$ cat src/rtl/jtframe_dwnld_pkg.sv
// rtl/jtframe_dwnld_pkg.sv - shared types and constants for the download packer
// Byte-mask encodings, output FSM states and the FIFO entry layout.
package jtframe_dwnld_pkg;

  localparam logic [1:0] MASK_FULL = 2'b00;
  localparam logic [1:0] MASK_LO   = 2'b10;
  localparam logic [1:0] MASK_HI   = 2'b01;

  typedef enum logic [1:0] {IDLE, REQ, GAP} state_t;

  typedef struct packed {
    logic [1:0]  bank;
    logic [21:0] addr;
    logic [15:0] data;
    logic [1:0]  mask;
  } entry_t;

  // Lone byte as {data, mask}; the byte lands in the half selected by lane and swab
  function automatic logic [17:0] part_word(input logic lane, input logic [7:0] d,
                                            input logic swab);
    if (lane ^ swab) return {d, 8'h00, MASK_HI};
    else             return {8'h00, d, MASK_LO};
  endfunction

endpackage

$ cat src/rtl/jtframe_dwnld_fifo.sv
// rtl/jtframe_dwnld_fifo.sv - first-word-fall-through synchronous FIFO
// A write while full is accepted only if a read frees a slot in the same cycle.
module jtframe_dwnld_fifo #(
  parameter int AW = 3,
  parameter int DW = 42
)(
  input  logic          rst,
  input  logic          clk,
  input  logic          wr,
  input  logic [DW-1:0] din,
  input  logic          rd,
  output logic [DW-1:0] dout,
  output logic          full,
  output logic          empty,
  output logic [AW:0]   count
);

  localparam int DEPTH = 1 << AW;

  logic [DW-1:0] mem [DEPTH];
  logic [AW-1:0] wr_ptr, rd_ptr;
  logic          wr_en, rd_en;

  assign full  = count[AW];
  assign empty = (count == '0);
  assign wr_en = wr & (~full | rd);
  assign rd_en = rd & ~empty;
  assign dout  = mem[rd_ptr];

  always_ff @(posedge clk) begin
    if (wr_en) mem[wr_ptr] <= din;
  end

  always_ff @(posedge clk or posedge rst) begin
    if (rst) begin
      wr_ptr <= '0;
      rd_ptr <= '0;
      count  <= '0;
    end else begin
      if (wr_en) wr_ptr <= wr_ptr + 1'b1;
      if (rd_en) rd_ptr <= rd_ptr + 1'b1;
      case ({wr_en, rd_en})
        2'b10:   count <= count + 1'b1;
        2'b01:   count <= count - 1'b1;
        default: count <= count;
      endcase
    end
  end

endmodule

$ cat src/rtl/jtframe_dwnld_pack.sv
// rtl/jtframe_dwnld_pack.sv - packs the download byte stream into masked SDRAM words
// Header strip, bank mapping, byte pairing, FIFO buffering and the request/ack FSM.
module jtframe_dwnld_pack
  import jtframe_dwnld_pkg::*;
#(
  parameter int          HEADER    = 0,
  parameter logic [26:0] BA1_START = 27'h0,
  parameter logic [26:0] BA2_START = 27'h0,
  parameter logic [26:0] BA3_START = 27'h0,
  parameter int          AW        = 3,
  parameter bit          SWAB      = 1'b0
)(
  input  logic        rst,
  input  logic        clk,
  input  logic        downloading,
  input  logic        ioctl_rom_wr,
  input  logic [26:0] ioctl_addr,
  input  logic [7:0]  ioctl_dout,
  output logic        ioctl_wait,
  output logic        prog_we,
  input  logic        prog_rdy,
  output logic [21:0] prog_addr,
  output logic [15:0] prog_data,
  output logic [1:0]  prog_mask,
  output logic [1:0]  prog_bank,
  output logic        dwnld_done,
  output logic        overflow
);

  localparam logic [26:0] HDR      = 27'(HEADER);
  localparam logic [AW:0] WAIT_LVL = (AW+1)'((1 << AW) - 2);

  logic        dl_q, rise;
  logic        hdr_ok, wr_ok, in1, in2, in3;
  logic [26:0] a;
  logic [22:0] start, w;
  logic [1:0]  bank;
  logic [21:0] waddr;
  logic        lane;

  logic        h_valid, h_lane, hval, same, seen;
  logic [1:0]  h_bank;
  logic [21:0] h_addr;
  logic [7:0]  h_data, ev_b, od_b;

  logic        push, pop, load, full, empty, drop;
  entry_t      push_e, head;
  logic [AW:0] count;
  state_t      state, state_nx;

  assign rise = downloading & ~dl_q;

  // Compares against start-1 so a zero parameter folds to a constant false
  assign hdr_ok = (HEADER == 0) || (ioctl_addr > HDR - 27'd1);
  assign wr_ok  = ioctl_rom_wr & hdr_ok;
  assign a      = ioctl_addr - HDR;
  assign in1    = (BA1_START != 27'd0) && (a > BA1_START - 27'd1);
  assign in2    = (BA2_START != 27'd0) && (a > BA2_START - 27'd1);
  assign in3    = (BA3_START != 27'd0) && (a > BA3_START - 27'd1);

  always_comb begin
    bank  = 2'd0;
    start = 23'd0;
    if (in3) begin
      bank  = 2'd3;
      start = BA3_START[22:0];
    end else if (in2) begin
      bank  = 2'd2;
      start = BA2_START[22:0];
    end else if (in1) begin
      bank  = 2'd1;
      start = BA1_START[22:0];
    end
  end

  assign w     = a[22:0] - start;
  assign waddr = w[22:1];
  assign lane  = w[0];

  // A held byte does not survive the start of a new download
  assign hval = h_valid & ~rise;
  assign same = hval && (h_bank == bank) && (h_addr == waddr) && (h_lane != lane);
  assign ev_b = h_lane ? ioctl_dout : h_data;
  assign od_b = h_lane ? h_data : ioctl_dout;

  always_comb begin
    push   = 1'b0;
    push_e = '0;
    if (wr_ok && same) begin
      push        = 1'b1;
      push_e.bank = h_bank;
      push_e.addr = h_addr;
      push_e.data = SWAB ? {ev_b, od_b} : {od_b, ev_b};
      push_e.mask = MASK_FULL;
    end else if ((wr_ok || !downloading) && hval) begin
      push        = 1'b1;
      push_e.bank = h_bank;
      push_e.addr = h_addr;
      {push_e.data, push_e.mask} = part_word(h_lane, h_data, SWAB);
    end
  end

  assign drop = push & full & ~pop;

  always_ff @(posedge clk or posedge rst) begin
    if (rst) begin
      dl_q     <= 1'b0;
      h_valid  <= 1'b0;
      h_bank   <= 2'd0;
      h_addr   <= 22'd0;
      h_lane   <= 1'b0;
      h_data   <= 8'd0;
      seen     <= 1'b0;
      overflow <= 1'b0;
    end else begin
      dl_q <= downloading;
      if (wr_ok) begin
        seen    <= 1'b1;
        h_valid <= ~same;
        h_bank  <= bank;
        h_addr  <= waddr;
        h_lane  <= lane;
        h_data  <= ioctl_dout;
      end else if (rise || !downloading) begin
        h_valid <= 1'b0;
      end
      if (rise)      overflow <= 1'b0;
      else if (drop) overflow <= 1'b1;
    end
  end

  jtframe_dwnld_fifo #(.AW(AW), .DW(42)) u_fifo (
    .rst   (rst),
    .clk   (clk),
    .wr    (push),
    .din   (push_e),
    .rd    (pop),
    .dout  (head),
    .full  (full),
    .empty (empty),
    .count (count)
  );

  assign ioctl_wait = (count >= WAIT_LVL);

  always_comb begin
    state_nx = state;
    load     = 1'b0;
    pop      = 1'b0;
    case (state)
      IDLE: if (!empty) begin
        load     = 1'b1;
        state_nx = REQ;
      end
      REQ: if (prog_rdy) begin
        pop      = 1'b1;
        state_nx = GAP;
      end
      GAP:     state_nx = IDLE;
      default: state_nx = IDLE;
    endcase
  end

  always_ff @(posedge clk or posedge rst) begin
    if (rst) begin
      state      <= IDLE;
      prog_we    <= 1'b0;
      prog_addr  <= 22'd0;
      prog_data  <= 16'd0;
      prog_mask  <= 2'b11;
      prog_bank  <= 2'd0;
      dwnld_done <= 1'b0;
    end else begin
      state <= state_nx;
      if (load) begin
        prog_we   <= 1'b1;
        prog_bank <= head.bank;
        prog_addr <= head.addr;
        prog_data <= head.data;
        prog_mask <= head.mask;
      end else if (pop) begin
        prog_we <= 1'b0;
      end
      dwnld_done <= ~downloading & empty & ~h_valid & (state == IDLE) & seen;
    end
  end

endmodule

$ cat config.mk
export PLATFORM = sky130hd
export DESIGN_NAME = jtframe_dwnld_pack
export DESIGN_NICKNAME = d
export VERILOG_FILES = /design/src/rtl/jtframe_dwnld_pkg.sv /design/src/rtl/jtframe_dwnld_fifo.sv /design/src/rtl/jtframe_dwnld_pack.sv
export SDC_FILE = /design/constraint.sdc
export NUM_CORES = 1
export LEC_CHECK = 0
export ABC_CLOCK_PERIOD_IN_PS = 6100
export CAP_MARGIN = 20
export CORE_ASPECT_RATIO = 1.5
export CORE_MARGIN = 2
export CORE_UTILIZATION = 50
export CTS_BUF_LIST = sky130_fd_sc_hd__clkbuf_4 sky130_fd_sc_hd__clkbuf_8 sky130_fd_sc_hd__clkbuf_16
export CTS_CLUSTER_SIZE = 16
export DETAILED_ROUTE_END_ITERATION = 10
export HOLD_SLACK_MARGIN = 0.15
export PLACE_DENSITY = 0.7
export SYNTH_ARGS = -nofsm -noshare
export SYNTH_HDL_FRONTEND = slang
export SYNTH_SLANG_ARGS = --single-unit
$ cat constraint.sdc
create_clock -name clk -period 6.1 [get_ports clk]
set_input_delay 1.22 -clock clk [delete_from_list [all_inputs] [get_ports clk]]
set_output_delay 1.22 -clock clk [all_outputs]
set_load 0.005 [all_outputs]
==> results of run 1 <==
==> power groups by stage <==
stage	Combinational (mW)	Sequential [mW]	Clock, mW
after floorplan	1.57	3.65	0
after global placement	2.11	3.82	0
final	2.09	3.77	2.67
after global routing	2.29	3.83	2.82
after CTS	2.15	3.78	2.71
after detailed placement	2.14	3.84	0
==> routing by layer <==
metal  vias up  track usage, %  part of all wire, %
met2       179           34.71                   53
met5         -               0                0.034
met3        41           2.646                  3.6
li1       3621               -                    -
met1      4195           26.55                   41
met4         2           5.167                  2.1
==> cells in the final DEF (no fill, tap or decap), types with 16 or more instances in the layout <==
cell type	n
mux2_2	33
dfrtp_1	84
clkdlybuf4s50_1	78
edfxtp_1	320
mux2i_1	40
nand3_1	19
nand4_1	16
buf_4	20
mux4_2	80
and2_1	30
o21ai_0	39
xor2_1	27
clkbuf_16	39
nand2_1	48
==> kinds of logic after synthesis <==
family	Yosys count	share of synthesized area (%)
multiplexers	153	15.71
other	1	0.02290
buffers and inverters	55	1.772
flip-flops	409	72.28
AO/OA/AOI/OAI	69	2.529
adder cells (fa/ha/maj)	5	0.3820
XOR/XNOR	32	1.757
AND/OR/NAND/NOR	153	5.539
==> critical path: stages <==
cell and delay, ns:
clkdlybuf4s50_1 0.56, a21boi_4 0.62, nand3_1 0.38, nor2_4 0.56, buf_4 0.53
==> worst paths after layout <==
check,slack (ns),from,cells past startpoint,endpoint
min,0.47,seen,1,seen
min in group asynchronous,1.09,rst,2,prog_addr[8]
max,2.35,downloading,5,u_fifo.mem[7][26]
min reg2reg,0.47,seen,1,seen
max reg2reg,3.19,h_valid,4,u_fifo.mem[7][26]
max in group asynchronous,3.83,rst,3,u_fifo.rd_ptr[0]
==> flip-flops by register name, summed over array words and instances (netlist names) <==
| signal | count |
|---|---|
| dl_q | 1 |
| dwnld_done | 1 |
| h_addr | 22 |
| h_data | 8 |
| h_lane | 1 |
| h_valid | 1 |
| overflow | 1 |
| prog_addr | 22 |
| prog_data | 16 |
| prog_mask | 2 |
| prog_we | 1 |
| seen | 1 |
| state | 2 |
| u_fifo.count | 4 |
| u_fifo.mem | 320 |
| u_fifo.rd_ptr | 3 |
| u_fifo.wr_ptr | 3 |
==> layout make-up <==
cell class                      count  area, µm²
Fill cell                        2434      13300
Clock inverter                     22      364.1
Inverter                            4      17.52
Antenna cell                        1      2.502
Sequential cell                   409      11850
Multi-Input combinational cell    414       4334
Clock buffer                       47       1067
Timing Repair Buffer              101      975.9
Tap cell                          415      519.2
==> metrics by stage <==
step | hold slack, ns | power, mW | cell area, µm²
after floorplan | 0.4273 | 5.216 | 16400
after global placement | 0.4467 | 5.929 | 17690
after detailed placement | 0.4615 | 5.981 | 17690
after CTS | 0.4764 | 8.648 | 19130
after global routing | 0.4894 | 8.940 | 19130
final | 0.4727 | 8.535 | 19130
==> results.md, run 1 <==
- Clock H-tree levels: 2
- Clock latency on the worst-skew pair: 0.53 ns
- Max_slew headroom: 32.81%
- Area leader, netlist: edfxtp_1
- Core Util, Final: 58.98%
- Comb pwr share: 24.5%
- Routability cong.: 0.7427
- Crit path DAT: 3.92 ns
- Largest net degree at the start of global routing: 53
- Die area: 34250 µm²
- Placed insts: 1343
- Power Density: 446.2 nW/µm²
- Vias in the first global route: 8426
- CP Launch Type: input pin
- P_leak: 6.683 nW
- TNS Setup: 0 ns
- Core Box Area: 32430 µm²
- DPL Wire Length: 19180 µm
- IO buf count: 79
- Post-synthesis cell count: 877
- Initial antenna violation count: 2
- Setup WS pre-CTS: 1.805 ns
- Share of layout cells above drive strength 1: 23.97%
- DRT Pass-1 Iters: 5
- Clock power share: 31.3%
- Nets@finish: 1013
- Min cycle time layout: ~3.8 ns
- Final Non-Filler Cells: 1413
- 1st-iter DRT viols: 597
- Worst clock skew: 0.01918 ns
- DRC viols: 0
- Peak supply drop: 0.0002807 V
- Net switching power: 2.325 mW
- Overall die height: 225.7 µm
- Number of synthesized flops with an enable pin: 320
- Cell Int Power: between 6 and 7 mW
- # IOs: 86
- Clk sinks: 409
- Initial Utilization: 50.50%
- Final Hold Fails: 0
- Top cell type's share of synthesized area: 58.67%
- Die Span X: 151.8 µm
- Final ANT Viol Nets: 0
- Post-synthesis cell area: between 15000 and 20000 µm²
- Fin. max-slew vios: 0
- Reg power frac: 44.2%
- Final setup vio count: 0
- Async S/R FF share, synth: a little over a fifth
- Setup CP Type: input pin to flip-flop
- Flops & latches, synth: 409
- Hold Buf Count CTS: 0
- TritonCTS clock tree: yes
- Tightest Pin Transition: around 1 ns
- RSZ-0062 raised after global routing: false
- CTS clock-pin slew for the worst setup and hold paths: 0.06 ns
- # rows: 81
- Hold Crit Class: flip-flop to flip-flop
- Routed WL: roughly 33000 µm
- Gr ovfl total: 0
- Post-synthesis sequential area ratio: 72.28%
- Synth warn: 0
- Unique masters post-synth: 50
- Crit path max fanout: 25
- TritonCTS buffer count: 38
- Min setup slack post-route: about 2.3 ns
- GRT Total Usage: 19.93%
- Worst Setup End Kind: flip-flop
- Via count: roughly 8000
- Count leader, synth: edfxtp_1
- Wire length per cell: 23.06 µm
- Fmax: between 200 and 300 MHz
- Commonest cells post-synth: edfxtp_1, dfrtp_1, mux4_2
- Post-synth top flop: edfxtp_1
- Final period utilization: roughly 60%
- Outcome: finished clean
- Post-CTS setup buffers: 0
- Synth-to-Final Area Change: 16.79%
- Post-CTS sizing: 0
- Synth area leaders: edfxtp_1, dfrtp_1, mux4_2
- Global-route wire length before repair: ~50000 µm
- Average cell area after synthesis: 18.68 µm²
- Switching share of power: 27.24%
- Clock root buffer: clkbuf_16
- Max-cap violation count: 0
- DR vias/cell: 5.689
- WP data required: 6.27 ns
- Clock tree buffer depth: 3
No activity file was read; power rests on OpenSTA's default activity.
==> inputs of run 2 (changes only) <==
ABC_CLOCK_PERIOD_IN_PS = 3700   (was 6100)
PLACE_DENSITY = 0.67   (was 0.7)
clock period = 3.7 ns   (was 6.1 ns; I/O delays follow)
==> results.md, run 2 (synthesized netlist as in run 1, its figures left out) <==
- Initial Utilization: 50.50%
- DRT Pass-1 Iters: 5
- Reg power frac: ~45%
- Peak supply drop: 0.0004678 V
- Power Density: 729.9 nW/µm²
- Core Util, Final: 59.40%
- Final ANT Viol Nets: 0
- Wire length per cell: 23.26 µm
- # IOs: 86
- Hold Buf Count CTS: 0
- Worst Setup End Kind: flip-flop
- P_leak: 6.763 nW
- Net switching power: just under 4 mW
- Clock root buffer: clkbuf_16
- Clock tree buffer depth: 3
- Largest register FFs: between 300 and 400
- TritonCTS buffer count: 38
- Largest net degree at the start of global routing: 48
- RSZ-0062 raised after global routing: false
- Crit-path cells: clkdlybuf4s50_1 -> xor2_1 -> nor4_4 -> nand4_1 -> o21ai_1
- Fin area: 19260 µm²
- CP Launch Type: input pin
- Commonest non-fill, non-tap cells in the layout: edfxtp_1, dfrtp_1, mux4_2
- DPL Wire Length: 19200 µm
- Min cycle time layout: 2.650 ns
- Clk sinks: 409
- Post-CTS sizing: 0
- # rows: 81
- CTS clock-pin slew for the worst setup and hold paths: 0.06 ns
- Cell Area, Placed: 17860 µm²
- 1st-iter DRT viols: 568
- Gr ovfl total: 0
- DR vias/cell: 5.717
- GR Layer Usage met1: between 20% and 30%
- Clock latency on the worst-skew pair: ~0.54 ns
- Global route hottest layer: met2
- Fill cell count: 2387
- Global-route wire length before repair: 50670 µm
- Clock H-tree levels: 2
- Core Box Area: roughly 32000 µm²
- Commonest non-fill, non-tap cell in the layout: edfxtp_1
- DRC viols: 0
- Routability cong.: 0.7455
- Final Hold Fails: 0
- Die area: between 30000 and 40000 µm²
- WP data required: roughly 3.9 ns
- Final setup vio count: 0
- IO buf count: around 80
- Switching share of power: 27.69%
- TritonCTS clock tree: yes
- Fin. max-slew vios: 0
- Max_slew headroom: 45.64%
- Crit path max fanout: 11
- Hold Crit Class: flip-flop to flip-flop
- Routed WL: 33270 µm
- Nets@finish: 1029
- Clock power share: a little under a third
- Fmax: 377.3 MHz
- Initial antenna violation count: 1
- Crit-path slowest cell: nor4_4
- Met3 Usage GRT: 2.566%
- Tightest Pin Transition: 0.8153 ns
- GR Layer Usage met2: ~36%
- Crit path DAT: 2.89 ns
- Vias in the first global route: 8641
- TNS Setup: 0 ns
- Biggest register: u_fifo.mem
- Share of layout cells above drive strength 1: between 20% and 30%
- CP peak stage delay: 0.72 ns
- Post-CTS setup buffers: 0
- Via count: 8175
- Outcome: finished clean
- Synth-to-Final Area Change: 17.62%
- Cell Int Power: 10.17 mW
- Comb pwr share: 25.1%
- Max-cap violation count: 0
- Overall die height: 225.7 µm
- GRT Total Usage: 20.23%
- Final period utilization: 71.63%
- Worst clock skew: 0.02606 ns
- Overall power: 14.06 mW
- Setup CP Type: input pin to flip-flop
- Largest registers: u_fifo.mem: 320 flops, h_addr: 22 flops, prog_addr: 22 flops
- Die Span X: 151.8 µm
==> run 2: final timing paths <==
path	from	depth (start not counted)	slack, ns	endpoint
worst min-delay path	seen	1	0.47	seen
worst min register to register	seen	1	0.47	seen
min in group asynchronous	rst	2	0.66	prog_addr[3]
worst max-delay path	ioctl_addr[17]	5	1.05	u_fifo.mem[4][4]
max in group asynchronous	rst	3	2.26	prog_mask[0]
worst max register to register	u_fifo.rd_ptr[0]	4	1.28	prog_addr[7]
==> run 2: area by class of cell <==
type / instances / area, µm² / area share (%)
diodes: 1 / 2.502 / 0.01299
clock buffers: 55 / 1156 / 6.001
clock inverters: 15 / 241.5 / 1.253
inverters: 4 / 17.52 / 0.09093
multi-input cells: 414 / 4359 / 22.63
flip-flops and latches: 409 / 11850 / 61.50
well taps: 415 / 519.2 / 2.695
repair buffers: 117 / 1121 / 5.819
==> run 2: stage by stage <==
stage / hold WS [ns] / setup WS, ns / instances
finish: 0.4658 / 1.050 / 1430
global route: 0.4957 / 0.9540 / 1430
CTS: 0.4676 / 1.107 / 1429
detailed placement: 0.4508 / 0.5461 / 1359
global placement: 0.4491 / 0.6140 / 1359
floorplan: 0.4273 / -0.5102 / 878
==> run 2: routing by layer <==
layer	vias to the layer above	share of wire, %
li1	3649	-
met1	4281	40
met2	194	54
met3	51	3.7
met4	0	2.9
met5	-	0
==> run 2: worst max-delay path, delay by kind of cell <==
family	cells	cell delay, ns
AOI/OAI and AO/OA	1	0.54
xor gates and xnor gates	1	0.22
buffers and inverters	1	0.50
and+or+nand+nor	2	0.88
==> run 2: power groups by stage <==
stage | logic, mW | registers, mW | clock network (mW)
after CTS | 3.62 | 6.29 | 4.35
after global placement | 3.55 | 6.34 | 0
final | 3.54 | 6.26 | 4.27
after global routing | 3.84 | 6.36 | 4.49
after detailed placement | 3.61 | 6.38 | 0
after floorplan | 2.59 | 6.01 | 0
==> inputs of run 3 (changes only) <==
ABC_CLOCK_PERIOD_IN_PS = 2800   (was 3700)
clock period = 2.8 ns   (was 3.7 ns; I/O delays follow)
==> results.md, run 3 (synthesized netlist as in run 1, its figures left out) <==
- Outcome: finished clean
- Vias in the first global route: 8583
- Wire length per cell: around 24 µm
- Crit path max fanout: 6
- Fin. max-slew vios: 0
- Max_slew headroom: 61.47%
- RSZ-0062 raised after global routing: false
- WP data required: 2.24 ns
- CTS clock-pin slew for the worst setup and hold paths: 0.06 ns
- Final ANT Viol Nets: 0
- # IOs: 86
- Max-cap violation count: 0
- Cell family with the largest share of critical-path delay: buffers and inverters
- Die Span X: 151.8 µm
- Overall die height: between 200 and 250 µm
- TritonCTS buffer count: 38
- Final Hold Fails: 0
- Worst Setup End Kind: output port
- Core Box Area: 32430 µm²
- Share of layout cells above drive strength 1: between 20% and 30%
- Final period utilization: 78.94%
- Fmax: 452.4 MHz
- Wire length on met3: 1282 µm
- Final Non-Filler Cells: 1440
- P_leak: 6.874 nW
- Setup CP Type: flip-flop to output port
- WHS: 0.4752 ns
- Biggest register: u_fifo.mem
- Fill cell count: 2381
- Crit-path slowest cell: clkdlybuf4s50_1
- TritonCTS clock tree: yes
- Routed WL: 33910 µm
- Hold Crit Class: input pin to asynchronous set/reset pin
- Clk sinks: 409
- Clock root buffer: clkbuf_16
- Overall power: around 19 mW
- Clock tree buffer depth: 3
- Commonest non-fill, non-tap cell in the layout: edfxtp_1
- Gr ovfl total: 0
- Worst Path Buf+Inv: 1
- Cell Area, Placed: 18180 µm²
- DRT Pass-1 Iters: 4
- Clock latency on the worst-skew pair: approximately 0.53 ns
- Global-route wire length before repair: around 52000 µm
- Met1 WL: ~14000 µm
- Metal2 WL: 17980 µm
- Final setup vio count: 0
- CP peak stage delay: 0.49 ns
- Placed insts: between 1000 and 1500
- Routability cong.: about 0.75
- Nets@finish: approximately 1000
- # rows: 81
- Peak supply drop: 0.0005485 V
- Fin area: 19560 µm²
- Tightest Pin Transition: between 0.5 and 0.6 ns
- IO buf count: 79
- DR vias/cell: 5.727
- GRT Total Usage: 20.73%
- Synth-to-Final Area Change: 19.40%
- Clock H-tree levels: 2
- Via count: 8247
- Power Density: 955.0 nW/µm²
- Largest register FFs: 320
- Min cycle time layout: 2.210 ns
- Largest registers: u_fifo.mem: 320 flops, h_addr: 22 flops, prog_addr: 22 flops
- Initial Utilization: roughly 51%
- TNS Setup: 0 ns
- Post-CTS setup buffers: 0
- Uppermost routed layer: met4
- DRC viols: 0
- Post-CTS sizing: 0
- Initial antenna violation count: 1
- Commonest non-fill, non-tap cells in the layout: edfxtp_1, dfrtp_1, mux4_2
- DPL Wire Length: roughly 20000 µm
- Worst clock skew: 0.009031 ns
- Die area: about 34000 µm²
- Largest net degree at the start of global routing: 64
- Crit path DAT: 1.65 ns
- CP Launch Type: flip-flop
- Crit-path cells: a21o_1 -> clkdlybuf4s50_1
- 1st-iter DRT viols: 631
- Hold Buf Count CTS: 0
## run 3: worst min-delay path: stages
cell	delay, ns
clkdlybuf4s50_1	0.44
clkinvlp_4	0.11
buf_12	0.30
## run 3: power by group
part / switching (mW) / total (mW) / internal [mW]
logic: 2.31 / 4.96 / 2.65
registers: 0.679 / 8.16 / 7.48
clock network: 2.20 / 5.55 / 3.35
total: 5.20 / 18.7 / 13.5
## run 3: worst paths after layout
path	from	to	slack [ns]	depth (start not counted)
setup / recovery	u_fifo.count[2]	ioctl_wait	0.59	2
hold / removal	rst	u_fifo.count[2]	0.48	3
setup reg to reg	u_fifo.count[1]	u_fifo.count[3]	0.59	8
hold reg to reg	prog_data[9]	prog_data[9]	0.48	2
max in group asynchronous	rst	prog_mask[0]	1.95	3
min in group clk	prog_data[9]	prog_data[9]	0.48	2
## run 3: stage by stage
stage / setup slack [ns] / utilization (%)
floorplan: -0.07976 / -
global placement: 0.1267 / 56.05
detailed placement: 0.09377 / 56.05
CTS: 0.5454 / 60.29
global route: 0.3517 / 60.30
finish: 0.5897 / 60.30
## run 3: layout make-up
class | count | area (µm²) | area share, %
inverter | 4 | 18.77 | 0.09598
timing repair buffer | 127 | 1421 | 7.269
clock buffer | 50 | 1142 | 5.842
tap | 415 | 519.2 | 2.655
clock inverter | 20 | 231.5 | 1.184
sequential | 409 | 11850 | 60.59
multi-input combinational | 414 | 4372 | 22.36
antenna | 1 | 2.502 | 0.01280
## run 3: metal layers
metal,vias to the layer above,track usage [%]
met5,-,0
met4,0,7.049
met3,57,2.970
met2,175,35.77
met1,4338,26.99
li1,3677,-
